**src/rtl/wordle_pkg.sv**
```systemverilog
// Shared constants for the Wordle game controller: letter codes, colours,
// one-hot state encoding and default game dimensions.
package wordle_pkg;

    localparam int WORD_LEN_DEF  = 5;
    localparam int MAX_TRIES_DEF = 6;
    localparam int LETTER_W_DEF  = 5;

    localparam int LTR_A      = 0;
    localparam int LTR_Z      = 25;
    localparam int LTR_COMMA  = 26;
    localparam int LTR_PERIOD = 27;

    localparam logic [1:0] COL_GRAY   = 2'b00;
    localparam logic [1:0] COL_YELLOW = 2'b01;
    localparam logic [1:0] COL_GREEN  = 2'b10;

    localparam int ST_I_BIT     = 0;
    localparam int ST_ENTRY_BIT = 1;
    localparam int ST_SCORE_BIT = 2;
    localparam int ST_WON_BIT   = 3;
    localparam int ST_LOST_BIT  = 4;

    typedef enum logic [4:0] {
        QI     = 5'b00001,
        QENTRY = 5'b00010,
        QSCORE = 5'b00100,
        QWON   = 5'b01000,
        QLOST  = 5'b10000
    } state_t;

endpackage

```
**src/rtl/wordle_score_unit.sv**
```systemverilog
// Two-pass green/yellow scorer: WORD_LEN cycles of exact matches, then WORD_LEN
// cycles of lowest-unused-position yellow search. done is high in the final cycle.
module wordle_score_unit
    import wordle_pkg::*;
#(
    parameter int WORD_LEN = WORD_LEN_DEF,
    parameter int LETTER_W = LETTER_W_DEF
) (
    input  logic                         Clk,
    input  logic                         reset,
    input  logic                         clear,
    input  logic                         go,
    input  logic [WORD_LEN*LETTER_W-1:0] guess,
    input  logic [WORD_LEN*LETTER_W-1:0] target,
    output logic                         done,
    output logic [2*WORD_LEN-1:0]        color
);
    localparam int IDX_W = (WORD_LEN > 1) ? $clog2(WORD_LEN) : 1;
    localparam logic [IDX_W-1:0] LAST_IDX = IDX_W'(WORD_LEN - 1);

    logic [LETTER_W-1:0] guess_reg [WORD_LEN];
    logic [LETTER_W-1:0] tgt       [WORD_LEN];
    logic [1:0]          color_reg [WORD_LEN];
    logic [WORD_LEN-1:0] unused_reg;
    logic                busy_reg;
    logic                pass_reg;
    logic [IDX_W-1:0]    idx_reg;
    logic [LETTER_W-1:0] cur_guess;
    logic                hit_found;
    logic [IDX_W-1:0]    hit_idx;

    generate
        for (genvar gi = 0; gi < WORD_LEN; gi++) begin : g_pack
            assign tgt[gi]             = target[LETTER_W*gi +: LETTER_W];
            assign color[2*gi +: 2]    = color_reg[gi];
        end
    endgenerate

    assign cur_guess = guess_reg[idx_reg];
    assign done      = busy_reg && pass_reg && (idx_reg == LAST_IDX);

    // Descending scan so the last hit written is the lowest matching position.
    always_comb begin
        hit_found = 1'b0;
        hit_idx   = '0;
        for (int j = WORD_LEN - 1; j >= 0; j--) begin
            if (unused_reg[j] && (tgt[j] == cur_guess)) begin
                hit_found = 1'b1;
                hit_idx   = IDX_W'(j);
            end
        end
    end

    always_ff @(posedge Clk or posedge reset) begin
        if (reset) begin
            busy_reg   <= 1'b0;
            pass_reg   <= 1'b0;
            idx_reg    <= '0;
            unused_reg <= '0;
            for (int i = 0; i < WORD_LEN; i++) begin
                guess_reg[i] <= '0;
                color_reg[i] <= COL_GRAY;
            end
        end else if (clear) begin
            busy_reg <= 1'b0;
            for (int i = 0; i < WORD_LEN; i++) color_reg[i] <= COL_GRAY;
        end else if (go) begin
            busy_reg   <= 1'b1;
            pass_reg   <= 1'b0;
            idx_reg    <= '0;
            unused_reg <= '0;
            for (int i = 0; i < WORD_LEN; i++) begin
                guess_reg[i] <= guess[LETTER_W*i +: LETTER_W];
                color_reg[i] <= COL_GRAY;
            end
        end else if (busy_reg) begin
            if (!pass_reg) begin
                if (cur_guess == tgt[idx_reg]) begin
                    color_reg[idx_reg]  <= COL_GREEN;
                    unused_reg[idx_reg] <= 1'b0;
                end else begin
                    color_reg[idx_reg]  <= COL_GRAY;
                    unused_reg[idx_reg] <= 1'b1;
                end
            end else if ((color_reg[idx_reg] != COL_GREEN) && hit_found) begin
                color_reg[idx_reg]  <= COL_YELLOW;
                unused_reg[hit_idx] <= 1'b0;
            end
            if (idx_reg == LAST_IDX) begin
                idx_reg  <= '0;
                pass_reg <= 1'b1;
                busy_reg <= !pass_reg;
            end else begin
                idx_reg <= idx_reg + 1'b1;
            end
        end
    end

endmodule

```
**src/rtl/wordle_guess_ctrl.sv**
```systemverilog
// Wordle game sequencer: guess entry, scoring handoff, attempts and win/loss.
// Optional macro WORDLE_HARD_MODE_EN rejects guesses that drop a known green.
module wordle_guess_ctrl
    import wordle_pkg::*;
#(
    parameter int WORD_LEN  = WORD_LEN_DEF,
    parameter int MAX_TRIES = MAX_TRIES_DEF,
    parameter int LETTER_W  = LETTER_W_DEF
) (
    input  logic                         Clk,
    input  logic                         reset,
    input  logic                         Start,
    input  logic                         Ack,
    input  logic [WORD_LEN*LETTER_W-1:0] target,
    input  logic [LETTER_W-1:0]          letter,
    input  logic                         sel,
    input  logic                         del,
    input  logic                         enter,
    output logic                         q_I,
    output logic                         q_Entry,
    output logic                         q_Score,
    output logic                         q_Won,
    output logic                         q_Lost,
    output logic [WORD_LEN*LETTER_W-1:0] guess_letters,
    output logic [2:0]                   guess_len,
    output logic [2:0]                   attempt,
    output logic [2*WORD_LEN-1:0]        result_color,
    output logic                         result_valid,
    output logic                         err
);
    localparam logic [2:0] FULL_LEN  = 3'(WORD_LEN);
    localparam logic [2:0] TRIES_MAX = 3'(MAX_TRIES);

    state_t                        state_reg, state_next;
    logic [WORD_LEN*LETTER_W-1:0]  target_reg, target_next;
    logic [LETTER_W-1:0]           buf_reg [WORD_LEN];
    logic [LETTER_W-1:0]           buf_next [WORD_LEN];
    logic [2:0]                    len_reg, len_next;
    logic [2:0]                    attempt_reg, attempt_next;
    logic                          rv_reg, rv_next;
    logic                          err_reg, err_next;
    logic                          score_go, score_clear, score_done;
    logic [WORD_LEN-1:0]           green_mask;
    logic                          all_green;
    logic                          hard_block;

    generate
        for (genvar gi = 0; gi < WORD_LEN; gi++) begin : g_bus
            assign guess_letters[LETTER_W*gi +: LETTER_W] = buf_reg[gi];
            assign green_mask[gi] = (result_color[2*gi +: 2] == COL_GREEN);
        end
    endgenerate
    assign all_green = &green_mask;

`ifdef WORDLE_HARD_MODE_EN
    logic [WORD_LEN-1:0] green_seen_reg, green_seen_next, hard_miss;

    generate
        for (genvar gi = 0; gi < WORD_LEN; gi++) begin : g_hard
            assign hard_miss[gi] = green_seen_reg[gi] &&
                                   (buf_reg[gi] != target_reg[LETTER_W*gi +: LETTER_W]);
        end
    endgenerate
    assign hard_block = |hard_miss;

    always_comb begin
        green_seen_next = green_seen_reg;
        if ((state_reg == QI) && Start)
            green_seen_next = '0;
        else if ((state_reg == QSCORE) && score_done)
            green_seen_next = green_seen_reg | green_mask;
    end

    always_ff @(posedge Clk or posedge reset) begin
        if (reset) green_seen_reg <= '0;
        else       green_seen_reg <= green_seen_next;
    end
`else
    assign hard_block = 1'b0;
`endif

    wordle_score_unit #(.WORD_LEN(WORD_LEN), .LETTER_W(LETTER_W)) u_score (
        .Clk    (Clk),
        .reset  (reset),
        .clear  (score_clear),
        .go     (score_go),
        .guess  (guess_letters),
        .target (target_reg),
        .done   (score_done),
        .color  (result_color)
    );

    always_comb begin
        state_next   = state_reg;
        target_next  = target_reg;
        buf_next     = buf_reg;
        len_next     = len_reg;
        attempt_next = attempt_reg;
        rv_next      = 1'b0;
        err_next     = 1'b0;
        score_go     = 1'b0;
        score_clear  = 1'b0;
        case (state_reg)
            QI: begin
                if (Start) begin
                    target_next  = target;
                    for (int i = 0; i < WORD_LEN; i++) buf_next[i] = LETTER_W'(LTR_A);
                    len_next     = '0;
                    attempt_next = '0;
                    score_clear  = 1'b1;
                    state_next   = QENTRY;
                end
            end
            QENTRY: begin
                if (enter) begin
                    if ((len_reg != FULL_LEN) || hard_block) begin
                        err_next = 1'b1;
                    end else begin
                        score_go   = 1'b1;
                        state_next = QSCORE;
                    end
                end else if (del) begin
                    if (len_reg != 3'd0) begin
                        for (int i = 0; i < WORD_LEN; i++)
                            if (3'(i) == len_reg - 3'd1) buf_next[i] = LETTER_W'(LTR_A);
                        len_next = len_reg - 3'd1;
                    end
                end else if (sel) begin
                    if ((len_reg < FULL_LEN) && (32'(letter) <= LTR_Z)) begin
                        for (int i = 0; i < WORD_LEN; i++)
                            if (3'(i) == len_reg) buf_next[i] = letter;
                        len_next = len_reg + 3'd1;
                    end else begin
                        err_next = 1'b1;
                    end
                end
            end
            QSCORE: begin
                // Greens are settled after pass 1, so all_green is valid on done.
                if (score_done) begin
                    rv_next = 1'b1;
                    if (attempt_reg < TRIES_MAX) attempt_next = attempt_reg + 3'd1;
                    if (all_green) begin
                        state_next = QWON;
                    end else if (attempt_next == TRIES_MAX) begin
                        state_next = QLOST;
                    end else begin
                        for (int i = 0; i < WORD_LEN; i++) buf_next[i] = LETTER_W'(LTR_A);
                        len_next   = '0;
                        state_next = QENTRY;
                    end
                end
            end
            QWON, QLOST: begin
                if (Ack) state_next = QI;
            end
            default: state_next = QI;
        endcase
    end

    always_ff @(posedge Clk or posedge reset) begin
        if (reset) begin
            state_reg   <= QI;
            target_reg  <= '0;
            len_reg     <= '0;
            attempt_reg <= '0;
            rv_reg      <= 1'b0;
            err_reg     <= 1'b0;
            for (int i = 0; i < WORD_LEN; i++) buf_reg[i] <= '0;
        end else begin
            state_reg   <= state_next;
            target_reg  <= target_next;
            len_reg     <= len_next;
            attempt_reg <= attempt_next;
            rv_reg      <= rv_next;
            err_reg     <= err_next;
            buf_reg     <= buf_next;
        end
    end

    assign q_I          = state_reg[ST_I_BIT];
    assign q_Entry      = state_reg[ST_ENTRY_BIT];
    assign q_Score      = state_reg[ST_SCORE_BIT];
    assign q_Won        = state_reg[ST_WON_BIT];
    assign q_Lost       = state_reg[ST_LOST_BIT];
    assign guess_len    = len_reg;
    assign attempt      = attempt_reg;
    assign result_valid = rv_reg;
    assign err          = err_reg;

endmodule

```
**config.mk**
```make
export PLATFORM = sky130hd
export DESIGN_NAME = wordle_guess_ctrl
export DESIGN_NICKNAME = d
export VERILOG_FILES = /design/src/rtl/wordle_pkg.sv /design/src/rtl/wordle_score_unit.sv /design/src/rtl/wordle_guess_ctrl.sv
export SDC_FILE = /design/constraint.sdc
export NUM_CORES = 1
export LEC_CHECK = 0
export BUFFER_PORTS_ARGS = -buffer_cell sky130_fd_sc_hd__buf_2
export CAP_MARGIN = 20
export CORE_UTILIZATION = 57
export CTS_CLUSTER_DIAMETER = 80
export CTS_CLUSTER_SIZE = 30
export DETAILED_ROUTE_END_ITERATION = 7
export PLACE_DENSITY_LB_ADDON = 0.1
export SYNTH_ARGS = -nofsm -noshare
export SYNTH_HDL_FRONTEND = slang
export SYNTH_HIERARCHICAL = 1
export SYNTH_SLANG_ARGS = --single-unit
```
**constraint.sdc**
```tcl
create_clock -name Clk -period 6.9 [get_ports Clk]
set_input_delay 1.38 -clock Clk [delete_from_list [all_inputs] [get_ports Clk]]
set_output_delay 1.38 -clock Clk [all_outputs]
set_load 0.1 [all_outputs]
```
# == Word-level counts from Yosys, hierarchy flattened ==
# Cells that the tools add are included.
# op_classes
n_addsub,4
magnitude_cmp,9
eq_ne,51
n_mux,102
bitwise_logic,15
reduce_logical,37
# ops
operator,n
25-bit two-way mux,9
5-bit two-way mux,26
25-bit case mux with 3 select lines,1
3-bit two-way mux,21
10-bit two-way mux,6
11-bit AND reduction,5
"3-bit inequality test, second input constant",15
5-bit binary-select mux with 3-bit select,2
5-bit == test,6
1-bit two-way mux,27
5-bit AND,4
5-bit NOT,4
5-bit case mux with 4 select lines,1
"2-bit inequality test, second input constant",9
5-bit bitwise OR,3
"2-bit by 3-bit == test with 1-bit output, first input constant",4
1-bit logical AND,12
10-bit AND,1
"2-bit == test, second input constant",5
10-bit NOT,1
5-bit AND reduction,2
"3-bit by 1-bit adder with 3-bit output, second input constant",3
3-bit case mux with 3 select lines,1
3-bit AND reduction,3
30 further kinds,47
# word_totals
regBits,108
input_bits,37
output_inout_bits,48
word_cells,243

# == Longest topological paths before layout ==
# logic_depth
depth_word,21
mapped_depth,15
depth_no_buf,13

# == Modules after synthesis ==
# Netlist, hierarchy kept.
# modules_own_cells
mod,n_inst,cells_each,area_per_inst_um2
wordle_guess_ctrl,1,250,3160.5
wordle_score_unit,1,310,2977.9

# == Least setup slack after synthesis ==
# No wires, ideal clock.
# synth_timing
path_kind,register to register
startpoint,reg state_reg[2]
endpoint,reg u_score/guess_reg[0] (netlist bit)
t_arrival_ns,3.413
required_ns,6.774
setup_slack_ns,3.361
stages_incl_launch_ff,12
path_cell_list,dfrtp_1 clkbuf_1 clkbuf_1 nor2_1 nand3_1 o21a_1 nand2_1 nor2_1 inv_1 nor2_2 clkbuf_1 mux2_2
# synth_between
elab_cells_between_ends,6
cone_classes,2 x eq/ne; 2 x mux; 1 x bitwise; 1 x reduce/logical
# synth_rtl
element,line,source
start: declaration,wordle_guess_ctrl.sv:34,"state_t state_reg, state_next;"
start signal: assignment,wordle_guess_ctrl.sv:171,state_reg <= state_next;
5-bit by 2-bit == test with 1-bit output,wordle_guess_ctrl.sv:103,case (state_reg)
1-bit two-way mux,wordle_guess_ctrl.sv:103,
net score_go,wordle_guess_ctrl.sv:42,"logic score_go, score_clear, score_done;"
2-bit AND reduction (no source line),n/a,
end signal: indexed assignment,wordle_score_unit.sv:73,guess_reg[i] <= guess[LETTER_W*i +: LETTER_W];
end: declaration,wordle_score_unit.sv:21,logic [LETTER_W-1:0] guess_reg [WORD_LEN];
# The timed path passes the listed nets, and every way through them passes these cells.
# A chain may end at the register's enable or synchronous reset.

# == Worst setup path after layout ==
# layout_timing
startpoint,reg u_score.idx_reg[1]
endpoint,"reg u_score.color_reg, in the netlist u_score/color[3]"
# layout_between
elab_chain_cells,14
elab_cells_between_ends,46
cone_classes,2 x order compare; 8 x eq/ne; 22 x mux; 6 x bitwise; 8 x reduce/logical
# layout_lines
element,line,source
start: declaration,wordle_score_unit.sv:27,logic [IDX_W-1:0] idx_reg;
start signal: assignment,wordle_score_unit.sv:94,idx_reg <= idx_reg + 1'b1;
3-bit NOT with 4-bit output (implied by the code) *,n/a,
5-bit binary-select mux with 3-bit select,wordle_score_unit.sv:39,assign cur_guess = guess_reg[idx_reg];
5-bit two-way mux (implied by the code) (2 in a row),wordle_score_unit.sv:39,
5-bit == test,wordle_score_unit.sv:47,if (unused_reg[j] && (tgt[j] == cur_guess)) begin
1-bit logical AND,wordle_score_unit.sv:47,
1-bit two-way mux (5 in a row),wordle_score_unit.sv:47,
1-bit logical AND,wordle_score_unit.sv:85,end else if ((color_reg[idx_reg] != COL_GREEN) && hit_found) begin
4-bit inequality test (no source line),n/a,
2-bit AND reduction (no source line),n/a,
end signal: indexed assignment,wordle_score_unit.sv:62,color_reg[i] <= COL_GRAY;
end signal: indexed assignment,wordle_score_unit.sv:82,color_reg[idx_reg] <= COL_GRAY;
end signal: indexed assignment,wordle_score_unit.sv:86,color_reg[idx_reg] <= COL_YELLOW;
end: declaration,wordle_score_unit.sv:23,logic [1:0] color_reg [WORD_LEN];
# Mark *: on every way between the ends. The rest lies on a longest branch, timed or not. The select of a mux whose other input is x is not followed.

==> results.md <==
- Hold Vio Cnt, Final: 0
- Core box area: 0.0104 mm^2
- Maximum number of pins on one net before global-route repair: 64
- Count of buffer and inverter cells on the critical path: 1
- Hold Path Class: flip-flop to flip-flop
- Initial antenna violation count: 0
- Dominant synthesized flop cell: dfrtp_1
- Synth warnings: 6
- Post-synth design cell area: 0.00614 mm^2
- Most common cell after layout, fill and taps aside: dfrtp_1
- Slowest CP cell: dfrtp_1
- Mapped Avg Cell Area: 11.0 um^2
- Syn Nets: 607
- Number of filler cells placed in the layout: 871
- Result of the run: finished, final reports clean
- Diode count: 0
- RSZ-0062 raised after global routing: no
- DPL Wire Length: 10800 um
- Tightest Pin Transition: 888 ps
- # placed instances: 757
- Fraction of final layout cells sized beyond drive strength 1: 33.2%
- Max-cap viol count: 0
- Die width: 106 um
- Share of the yosys chip area belonging to registers: 44.0%
- Cell Pwr Density: 489 mW/mm^2
- Global-route total usage across every layer: 28.2%
- CP Launch Type: flip-flop
- Crit path kind: flip-flop to flip-flop
- Min cycle time layout: 4070 ps
- Sinks on Clock Net: 108
- GRT Residual Overflow: 0
- Instance count of the mapped netlist: 560
- Cell Rows: 37
- Count of antenna-violating nets left after detailed routing: 0
- Clock input transition at the sequential cells of the worst setup and hold paths: 110 ps
- Setup tns final: 0 ps
- Number of flip-flops and latches in the synthesized netlist: 108
- CTS tree: done
- First-pass GRT wire length: 24400 um
- Io pins: 85
- Count of placed standard cells in the final layout, fillers left out: 772
- Hold Worst Slack: 518 ps
- Clk_lat worst skew: 400 ps
- Area post-placement: 0.00662 mm^2
- CTS buffer count: 9
- First DRT Iteration DRCs: 230
- Final GP Congestion: 0.889
- Number of synthesized flops with an enable pin: 0
- Setup violation total in the final timing report: 0
- CTS root buf: clkbuf_8
- Starting density of the core: 59.2%
- Leakage: 3.19 nW
- # DRC: 0
- Area growth syn-to-layout: 11.6%
- Leading cell types in the layout, fill and taps excluded: 107 x dfrtp_1, 84 x buf_2, 76 x mux2_2, 39 x nand2_1, 28 x o21ai_0
- Critical path endpoint category: flip-flop
- Per-cell routed wire length: 19.0 um
- Post-cts resize count: 0
- Cell area after layout: 0.00685 mm^2
- Delay of the slowest cell on the worst path: 890 ps
- Fraction of synthesis flops using an asynchronous set or reset pin: 100%
- Detailed-routing iteration count for the pre-antenna-repair pass: 5
- Worst path cell trace: inv_1, ha_1, nand3_1, nor2_1, o22a_1, o21a_1, nand2_1, nor2_1, nor2_1, nand2_1, or3_1, o22ai_1
- Max Fanout on Critical Path: 24
- Nets@finish: 679
- Wire length reported by the detailed router: 14700 um
- Total Die Area: 0.0112 mm^2
- Routed via count: 4683
- Post-cts hold buffer count: 0
- Final Cycle Share: 59.0%
- Number of global-route vias before repair: 4589
- Maximum level of the CTS H-tree: 3
- Worst path most repeated cell: nor2_1
- FMAX: 246 MHz
- Worst vdd ir: 346 uV
- Per-cell via count in the routed design: 6.07
- Die Ht: 106 um
- Top Family by Delay on Critical Path: simple AND/OR/NAND/NOR gates
- Buffers inserted by post-CTS timing repair: 0
- Maximum clock insertion buffer count: 2
- Final Slew Violations: 0
- Count of input and output buffers: 84
- Data required time of the worst path: 7200 ps
- Data arrival at the endpoint of the critical path: 4370 ps
- Max-slew headroom: 40.8%
- Maximum clock skew at final layout: 17.6 ps
- Cell variety after synth: 76
-- per-stage QoR --
stage	utilization, %	setup slack (ps)	power, mW
6_report	66.1	2830	3.35
5_1_grt	66.1	2520	3.54
4_1_cts	66.1	2910	3.35
3_5_place_dp	63.9	2770	2.91
3_3_place_gp	63.9	2880	2.86
2_1_floorplan	-	3360	2.55
-- power breakdown --
part	total [mW]	leakage, nW	internal, mW	switching [mW]
sequential	1.11	1.43	0.860	0.250
combinational	1.80	1.65	0.641	1.16
clock	0.440	0.115	0.210	0.229
-- cell type report --
| cell class | count | area (um^2) | area share (%) |
|---|---|---|---|
| multi-input cells | 406 | 3220 | 47.0 |
| clock buffers | 9 | 124 | 1.81 |
| clock inverters | 6 | 105 | 1.53 |
| inverters | 18 | 67.6 | 0.986 |
| repair buffers | 89 | 458 | 6.68 |
| well taps | 136 | 170 | 2.48 |
| flip-flops and latches | 108 | 2700 | 39.5 |
-- kinds of logic (layout without fill, tap and decap cells) --
family,Yosys count,in the layout,synth area share [%]
xor+xnor,16,16,2.28
fa+ha+maj,10,10,2.04
flops,108,108,44.0
compound gates,128,128,15.6
buf+inv,46,122,3.57
mux,102,102,18.6
simple gates,150,150,13.9
-- synthesized netlist by cell type, types with 11 or more instances --
library cell | instances | area share, %
nor2_1 | 27 | 1.7
inv_1 | 18 | 1.1
mux2_2 | 76 | 14
dfrtp_1 | 107 | 44
a22oi_1 | 11 | 1.3
a21oi_1 | 15 | 1.2
mux2i_1 | 21 | 3.4
o21ai_0 | 28 | 2.3
xor2_1 | 12 | 1.7
clkbuf_1 | 12 | 0.73
nand2_1 | 39 | 2.4
or3_1 | 14 | 1.4
-- routing by layer --
layer / share of wire (%) / global-route usage, % / vias to the layer above
li1: - / - / 2210
met1: 44 / 36.4 / 2332
met2: 50 / 47.8 / 121
met3: 3.9 / 5.19 / 20
met4: 1.6 / 9.03 / 0
met5: 0 / 0 / -
-- worst paths after layout --
| path | start | endpoint | slack, ps | cells after the start |
|---|---|---|---|---|
| min | u_score/guess_reg[20]$_DFFE_PP0P_ | u_score/guess_reg[20]$_DFFE_PP0P_ | 520 | 1 |
| max reg2reg | u_score/idx_reg[1]$_DFFE_PP0P_ | u_score/color[3]$_DFFE_PP0P_ | 2830 | 12 |
| min in group asynchronous | reset | u_score/guess_reg[9]$_DFFE_PP0P_ | 1120 | 3 |
| min reg2reg | u_score/guess_reg[20]$_DFFE_PP0P_ | u_score/guess_reg[20]$_DFFE_PP0P_ | 520 | 1 |
| max in group asynchronous | reset | target_reg[24]$_DFFE_PP0P_ | 5130 | 3 |
| max | u_score/idx_reg[1]$_DFFE_PP0P_ | u_score/color[3]$_DFFE_PP0P_ | 2830 | 12 |
-- worst reg2reg max path: stages (launching register included) --
cell and delay [ps]:
dfrtp_1 890, inv_1 210, ha_1 280, nand3_1 120
nor2_1 130, o22a_1 170, o21a_1 220, nand2_1 130
nor2_1 130, nor2_1 740, nand2_1 260, or3_1 500
o22ai_1 210
Power figures use the tool's default switching activity.
